## config.mk

```make
export PLATFORM = sky130hd
export DESIGN_NAME = fetch_stage
export DESIGN_NICKNAME = d
export VERILOG_FILES = /design/src/rtl/fetch_stage.sv
export SDC_FILE = /design/constraint.sdc
export NUM_CORES = 1
export LEC_CHECK = 0
export BUFFER_PORTS_ARGS = -buffer_cell sky130_fd_sc_hd__buf_2
export CAP_MARGIN = 15
export CORE_MARGIN = 3
export CORE_UTILIZATION = 52
export CTS_CLUSTER_SIZE = 12
export DETAILED_ROUTE_END_ITERATION = 6
export HOLD_SLACK_MARGIN = 0.05
export PLACE_DENSITY_LB_ADDON = 0.25
export SYNTH_ARGS = -nofsm -noshare
export SYNTH_HDL_FRONTEND = slang
export SYNTH_SLANG_ARGS = --single-unit
export TNS_END_PERCENT = 5
```

## constraint.sdc

```tcl
create_clock -name clk -period 2.8 [get_ports clk]
set_input_delay 0.14 -clock clk [delete_from_list [all_inputs] [get_ports clk]]
set_output_delay 0.14 -clock clk [all_outputs]
set_load 0.01 [all_outputs]
```

## src/rtl/fetch_stage.sv

```systemverilog
// Fetch stage of the 5-stage MIPS core: owns the fetch PC and the F/D pipeline
// register, applies redirects and exceptions, and flags fetch address errors.
module fetch_stage #(
  parameter logic [31:0] RESET_PC   = 32'h0000_3000,
  parameter logic [31:0] EXC_VECTOR = 32'h0000_4180,
  parameter logic [31:0] IM_LO      = 32'h0000_3000,
  parameter logic [31:0] IM_HI      = 32'h0000_6FFF
) (
  input  logic        clk,
  input  logic        reset,
  input  logic        stall,
  input  logic        exc_req,
  input  logic        npc_sel,
  input  logic [31:0] npc_target,
  input  logic        is_slot,
  input  logic        clear_slot,
  input  logic [31:0] instr_in,
  output logic [31:0] f_pc,
  output logic [31:0] d_pc,
  output logic [31:0] d_pc4,
  output logic [31:0] d_instr,
  output logic        d_bd,
  output logic [4:0]  d_exc,
  output logic        d_valid
);

  localparam logic [4:0] EXC_NONE = 5'd0;
  localparam logic [4:0] EXC_ADEL = 5'd4;

  typedef struct packed {
    logic [31:0] pc;
    logic [31:0] instr;
    logic        bd;
    logic [4:0]  exc;
    logic        valid;
  } fd_t;

  logic [31:0] pc_q, pc_d;
  fd_t         fd_q, fd_d;
  logic        f_fault;
  logic [4:0]  f_exc;

  // Misaligned or outside the instruction memory window.
  assign f_fault = (pc_q[1:0] != 2'b00) || (pc_q < IM_LO) || (pc_q > IM_HI);
  assign f_exc   = f_fault ? EXC_ADEL : EXC_NONE;

  // NOTE: every always_comb output gets a default first, so no path can
  // leave a variable unassigned and infer a latch.
  always_comb begin
    pc_d = pc_q + 32'd4;
    if (exc_req)      pc_d = EXC_VECTOR;
    else if (stall)   pc_d = pc_q;
    else if (npc_sel) pc_d = npc_target;
  end

  // A redirect alone never kills F: the delay slot always executes.
  always_comb begin
    fd_d.pc    = pc_q;
    fd_d.instr = f_fault ? 32'd0 : instr_in;
    fd_d.bd    = is_slot;
    fd_d.exc   = f_exc;
    fd_d.valid = 1'b1;
    if (exc_req || (!stall && clear_slot)) begin
      fd_d.instr = 32'd0;
      fd_d.bd    = 1'b0;
      fd_d.exc   = EXC_NONE;
      fd_d.valid = 1'b0;
    end else if (stall) begin
      fd_d = fd_q;
    end
  end

  // NOTE: sequential state uses non-blocking assignments so every register
  // samples the pre-edge values regardless of statement order.
  always_ff @(posedge clk) begin
    if (reset) begin
      pc_q     <= RESET_PC;
      fd_q.pc    <= RESET_PC;
      fd_q.instr <= 32'd0;
      fd_q.bd    <= 1'b0;
      fd_q.exc   <= EXC_NONE;
      fd_q.valid <= 1'b0;
    end else begin
      pc_q <= pc_d;
      fd_q <= fd_d;
    end
  end

  assign f_pc    = pc_q;
  assign d_pc    = fd_q.pc;
  assign d_pc4   = fd_q.pc + 32'd4;
  assign d_instr = fd_q.instr;
  assign d_bd    = fd_q.bd;
  assign d_exc   = fd_q.exc;
  assign d_valid = fd_q.valid;

endmodule

```

==> flow_metrics.tcl, run 1 <==
set metrics [dict create \
    syn-cell-area_um2 4911 \
    cts_tree "done" \
    fp.dieW_um 103.2 \
    combPwrFrac 0.138 \
    setup_violations 0 \
    cts_hold_buf 33 \
    fin_crit_ns 2.362 \
    dr.pass1.iters 6 \
    cts_root_buf "clkbuf_8" \
    hold_viol_final 0 \
    fin_skew_ns 0.01357 \
    finalWirelength_um 16160 \
    row_count 34 \
    diodes 0 \
    slew_violations 0 \
    powerDensity_nw_per_um2 450.1 \
    post-route-drc-count 0 \
    internal-power_w 0.002146 \
    clkTransAtPathRegs_ns 0.09 \
    grt_pass1_vias 5078 \
    timing.rr.start "f_pc[4]" \
    die_area_um2 10650 \
    status "completed" \
    worstMarginPinSlew_ns 0.5625 \
    end_kind "primary output" \
    required_ns 2.66 \
    antenna_found_initial 0 \
    synth_cells 619 \
    ys_warn_count 0 \
    postCtsSetupBuffers 0 \
    dpl_cell_area_um2 5883 \
    ir_worst_vdd_uv 361.3 \
    fin_nets 903 \
    total_power_w 0.002891 \
    critPathLaunchType "flop" \
    dp.cells 894 \
    clk_path_buf_depth 2 \
    port_buffers 201 \
    grt_pass1_wl_um 25160 \
    hold_class "in2reg" \
    finalCritPeriodShare 0.8436 \
    coreArea_um2 8934 \
    vias_per_cell 5.851 \
    dp_hpwl_um 11140 \
    vias 5512 \
    p_leak_nw 2.840 \
    grt_max_degree 55 \
    synth_area_leaders "dfxtp_1 (40%), nand2_1 (7.4%), a22oi_1 (6.4%)" \
    drive_above_1_share 0.2842 \
    yosysTopAreaCell "dfxtp_1" \
    ant_nets 0 \
    synth_edf_count 0 \
    syn_to_final_growth_pct 30.78 \
    cp.arrival_ns 2.22 \
    ys_ff_latch 99 \
    routabilityCongestion 0.8825 \
    ys_async_sr_fraction 0 \
    ff2ff_setup_slack_ns 0.66 \
    p_clk_frac 0.343 \
    pwr-share-seq 0.519 \
    timing.slew.headroom 0.6250 \
    clock_latency_ns 0.35 \
    numCtsBuffers 9 \
    synth_top_area_share 0.4036 \
    switching_power_w 0.0007450 \
    wl_per_cell_um 17.15 \
    max_freq_mhz 423.3 \
    grt_setup_unrepaired "false" \
    cts_max_level 3 \
    crit_end "d_pc4[26]" \
    grt_usage 0.2986 \
    ys_seq_area_frac 0.4036 \
    yosys-top-cells-count "dfxtp_1 (99), nand2_1 (97), nor2_1 (81), a21oi_1 (53), a22oi_1 (42)" \
    path_max_fanout 7 \
    synth.distinct_cells 55 \
    cts_sinks 99 \
    synth_ff_type "dfxtp_1" \
    initial_utilization 0.5497 \
    fp.dieH_um 103.2 \
    overflow 0 \
    fin_tns_setup_ns 0 \
    io_pins 206 \
    path_class "reg2out" \
    drt-initial-drc-count 647 \
    startpoint "d_pc[2]" \
    final_cell_count_no_fill 942 \
    rr_worst_depth 5 \
    swShare 0.2577 \
    whs_path_depth 3 \
    avgSynthCellArea_um2 7.934 \
    synth_most_common_cell "dfxtp_1" \
    timing.rr.end "f_pc[27]" \
    ctsResizeCount 0 \
    drv_cap 0 \
    final_area_um2 6422 \
]
[area by class of cell]
type | instances | area, um^2
Clock buffer | 13 | 148.9
Clock inverter | 2 | 60.06
Fill cell | 733 | 2511
Inverter | 7 | 26.28
Multi-Input combinational cell | 469 | 2659
Sequential cell | 99 | 1982
Tap cell | 108 | 135.1
Timing Repair Buffer | 244 | 1411
[kinds of logic after synthesis]
logic type,after synthesis,synth area share
fa+ha+maj,2,0.005095
compound gates,149,0.1952
flops,99,0.4036
other cells,1,0.0007636
buf+inv,54,0.05885
simple gates,273,0.2614
mux,7,0.01452
xor+xnor,34,0.06064
[layer usage]
metal  wire length (um)  GRT usage  vias to the layer above
li1                   -          -                     2590
met1               6397     0.3823                     2537
met2               7683     0.4963                      344
met3               1697    0.06975                       41
met4                379     0.1026                        0
met5                  0          0                        -
[critical path, stage by stage, from the launching register on]
cell     delay, ns
dfxtp_1       0.43
ha_1          0.22
nand3_1       0.16
nor2_1        0.41
and3_1        0.29
nand2_1       0.08
xnor2_1       0.14
buf_2         0.15
[sequential cells by signal, indices dropped and copies added (netlist names), named ones only]
signal / count
f_pc: 30
d_pc: 32
d_bd: 1
d_instr: 32
d_exc: 1
d_valid: 1
[layout by cell type (no fill, tap or decap), types with 5 or more instances in the layout]
| cell type | Yosys | layout |
|---|---|---|
| nand2_1 | 97 | 97 |
| a31oi_1 | 6 | 6 |
| nand3_1 | 24 | 24 |
| mux2i_1 | 6 | 6 |
| and3_1 | 9 | 9 |
| clkbuf_8 | 3 | 10 |
| and4_1 | 6 | 6 |
| buf_4 | 8 | 10 |
| nand4_1 | 12 | 12 |
| o21ai_0 | 15 | 15 |
| nor4_1 | 5 | 5 |
| dlygate4sd3_1 | 0 | 33 |
| buf_2 | 3 | 201 |
| a22oi_1 | 42 | 42 |
| nor2_1 | 81 | 80 |
| inv_1 | 7 | 7 |
| xor2_1 | 13 | 13 |
| a21oi_1 | 53 | 53 |
| xnor2_1 | 21 | 21 |
| nor3_1 | 11 | 10 |
| dfxtp_1 | 99 | 99 |
[worst min-delay path by stage]
stage | startpoint | endpoint
final | instr_in[16] | d_instr[16]
after global routing | instr_in[16] | d_instr[16]
after CTS | instr_in[26] | d_instr[26]
after detailed placement | instr_in[3] | d_instr[3]
after global placement | instr_in[5] | d_instr[5]
after floorplan | npc_target[0] | flop
[power by group through the flow]
stage | Combinational [W] | Sequential, W | Clock, W
finish | 0.000399 | 0.00150 | 0.000991
global route | 0.000437 | 0.00151 | 0.00106
CTS | 0.000390 | 0.00150 | 0.000997
detailed placement | 0.000355 | 0.00153 | 0
global placement | 0.000348 | 0.00153 | 0
floorplan | 0.000209 | 0.00153 | 0
[metrics by stage]
stage / hold slack (ns) / worst slack, ns / utilization
5_1_grt: 0.07043 / 0.1890 / 0.7189
6_report: 0.06203 / 0.4378 / 0.7189
2_1_floorplan: 0.2760 / 0.9257 / -
3_3_place_gp: 0.3680 / 0.8109 / 0.6585
4_1_cts: 0.05180 / 0.4291 / 0.7189
3_5_place_dp: 0.3817 / 0.6997 / 0.6585
No activity file was read; power rests on OpenSTA's default activity.
==> inputs of run 2 (changes only) <==
--- a/config.mk
+++ b/config.mk
@@ -8,7 +8,7 @@
 export BUFFER_PORTS_ARGS = -buffer_cell sky130_fd_sc_hd__buf_2
 export CAP_MARGIN = 15
 export CORE_MARGIN = 3
-export CORE_UTILIZATION = 52
+export CORE_UTILIZATION = 48
 export CTS_CLUSTER_SIZE = 12
 export DETAILED_ROUTE_END_ITERATION = 6
 export HOLD_SLACK_MARGIN = 0.05
==> constraint.sdc (replaced) <==
create_clock -name clk -period 2.3 [get_ports clk]
set_input_delay 0.115 -clock clk [delete_from_list [all_inputs] [get_ports clk]]
set_output_delay 0.115 -clock clk [all_outputs]
set_load 0.01 [all_outputs]
==> run 2 against run 1 <==
Register-to-register slack got worse by 0.30 ns. Cell count rose by 5.0%. Design area rose by 3.8%. Total power rose by 25%. Global-route usage fell by 2.5 points. Worst hold slack improved by 0.027 ns. Critical path depth fell by 1. Sequential share of layout area fell by 1.1 points. Count of clock-buffer cells in the layout fell by 1. Combinational power rose by 28%. Die area rose by 7.8%. Clock skew fell by 0.0016 ns. Largest power group unchanged. Highest routed layer is now met5.
==> flow_metrics.tcl, run 2 (synthesized netlist as in run 1, its figures left out) <==
set metrics [dict create \
    whs_ns 0.08918 \
    max_freq_mhz 467.6 \
    end_kind "primary output" \
    coreArea_um2 9864 \
    numCtsBuffers 9 \
    cp.arrival_ns 2.02 \
    worstMarginPinSlew_ns 1.070 \
    dr_wl_met2_um 7448 \
    fin_tns_setup_ns 0 \
    hold_class "in2reg" \
    cp_slowest_stage_delay_ns 0.48 \
    layout_commonest_cell "buf_2" \
    path_class "reg2out" \
    routabilityCongestion 0.9035 \
    critPathLaunchType "flop" \
    cp.buffers_inverters 1 \
    vias_per_cell 5.542 \
    combPwrFrac 0.142 \
    overflow 0 \
    die_area_um2 11480 \
    crit_slowest_cell "dfxtp_1" \
    clock_latency_ns 0.37 \
    fin_crit_ns 2.139 \
    fin_skew_ns 0.01192 \
    port_buffers 201 \
    post-route-drc-count 0 \
    finalWirelength_um 16160 \
    fp.dieW_um 107.2 \
    slew_violations 0 \
    initial_utilization 0.4978 \
    crit_chain "nand4_1, nor3_2, and3_1, nand3_1, xnor2_1, buf_2" \
    cts_root_buf "clkbuf_8" \
    grt_max_degree 47 \
    required_ns 2.18 \
    status "completed" \
    p_clk_frac 0.353 \
    wl_per_cell_um 16.34 \
    powerDensity_nw_per_um2 540.3 \
    grt_setup_unrepaired "false" \
    p_leak_nw 2.951 \
    diodes 0 \
    hold_viol_final 0 \
    drt-initial-drc-count 389 \
    final_area_um2 6669 \
    syn_to_final_growth_pct 35.80 \
    path_max_fanout 8 \
    timing.slew.headroom 0.2869 \
    routed-wl-met3_um 1501 \
    internal-power_w 0.002660 \
    dpl_cell_area_um2 6005 \
    io_pins 206 \
    n_fill_cell 830 \
    whs_path_depth 3 \
    cts_sinks 99 \
    fin_nets 924 \
    drv_cap 0 \
    swShare 0.2617 \
    rr_worst_depth 5 \
    fp.dieH_um 107.2 \
    pwr-share-seq 0.505 \
    vias 5481 \
    row_count 36 \
    grt_usage 0.2739 \
    cts_tree "done" \
    clkTransAtPathRegs_ns 0.09 \
    antenna_found_initial 1 \
    cts_max_level 3 \
    crit_family "simple AND/OR/NAND/NOR gates" \
    dp_hpwl_um 11180 \
    finalCritPeriodShare 0.9298 \
    drive_above_1_share 0.3002 \
    ir_worst_vdd_uv 366.3 \
    switching_power_w 0.0009427 \
    dr.pass1.iters 5 \
    grt_pass1_vias 5070 \
    layout_common_cells "buf_2 (201), dfxtp_1 (98), nand2_1 (97)" \
    topRoutingLayerUsed "met5" \
    ant_nets 0 \
    wl_met1_um 6655 \
    clk_path_buf_depth 2 \
    grt_pass1_wl_um 25240 \
    worst-path-stages 6 \
    setup_violations 0 \
]
-- run 2: final cells by class --
cell class / count / area, um^2 / area share
multi-input combinational: 469 / 2676 / 0.4013
sequential: 99 / 1983 / 0.2974
timing repair buffer: 265 / 1589 / 0.2383
tap: 133 / 166.4 / 0.02495
clock buffer: 12 / 155.1 / 0.02326
clock inverter: 4 / 72.57 / 0.01088
inverter: 7 / 26.28 / 0.003940
-- run 2: what timing repair did --
| action | 4_1_cts | 5_1_grt |
|---|---|---|
| hold buffers | 41 | 0 |
| endpoints found under the setup margin | 5 | 9 |
| pin swaps | 0 | 1 |
| buffers inserted | 0 | 1 |
| endpoints found under the hold margin | 41 | 0 |
| resized for setup | 1 | 4 |
-- run 2: worst paths after layout --
kind                                     start   endpoint  slack (ns)
worst max-delay path                   d_pc[9]  d_pc4[27]        0.16
worst min-delay path            npc_target[11]   f_pc[11]        0.09
worst max register to register         f_pc[5]   f_pc[24]        0.36
worst min register to register         d_valid    d_valid        0.45
-- run 2: power by group through the flow --
stage / Clock (W) / Sequential (W) / Combinational, W
5_1_grt: 0.00135 / 0.00183 / 0.000558
2_1_floorplan: 0 / 0.00186 / 0.000255
3_5_place_dp: 0 / 0.00186 / 0.000446
3_3_place_gp: 0 / 0.00186 / 0.000438
4_1_cts: 0.00128 / 0.00182 / 0.000500
6_report: 0.00127 / 0.00182 / 0.000510
-- run 2: worst min-delay path: stages --
cell    delay [ns]
buf_2         0.08
a22o_1        0.13
a32o_1        0.11
-- run 2: layer usage --
metal	global-route usage	vias to the layer above
met2	0.4388	272
met5	0	-
met3	0.07164	49
met4	0.1288	2
met1	0.3432	2519
li1	-	2639
-- run 2: through the flow --
| stage | setup WS [ns] | power [W] | utilization | instances |
|---|---|---|---|---|
| CTS | 0.04867 | 0.003603 | 0.6736 | 988 |
| global placement | 0.4369 | 0.002294 | 0.6087 | 931 |
| floorplan | 0.4257 | 0.002119 | - | 622 |
| global route | 0.01289 | 0.003738 | 0.6761 | 989 |
| detailed placement | 0.3404 | 0.002305 | 0.6087 | 931 |
| finish | 0.1614 | 0.003603 | 0.6761 | 989 |
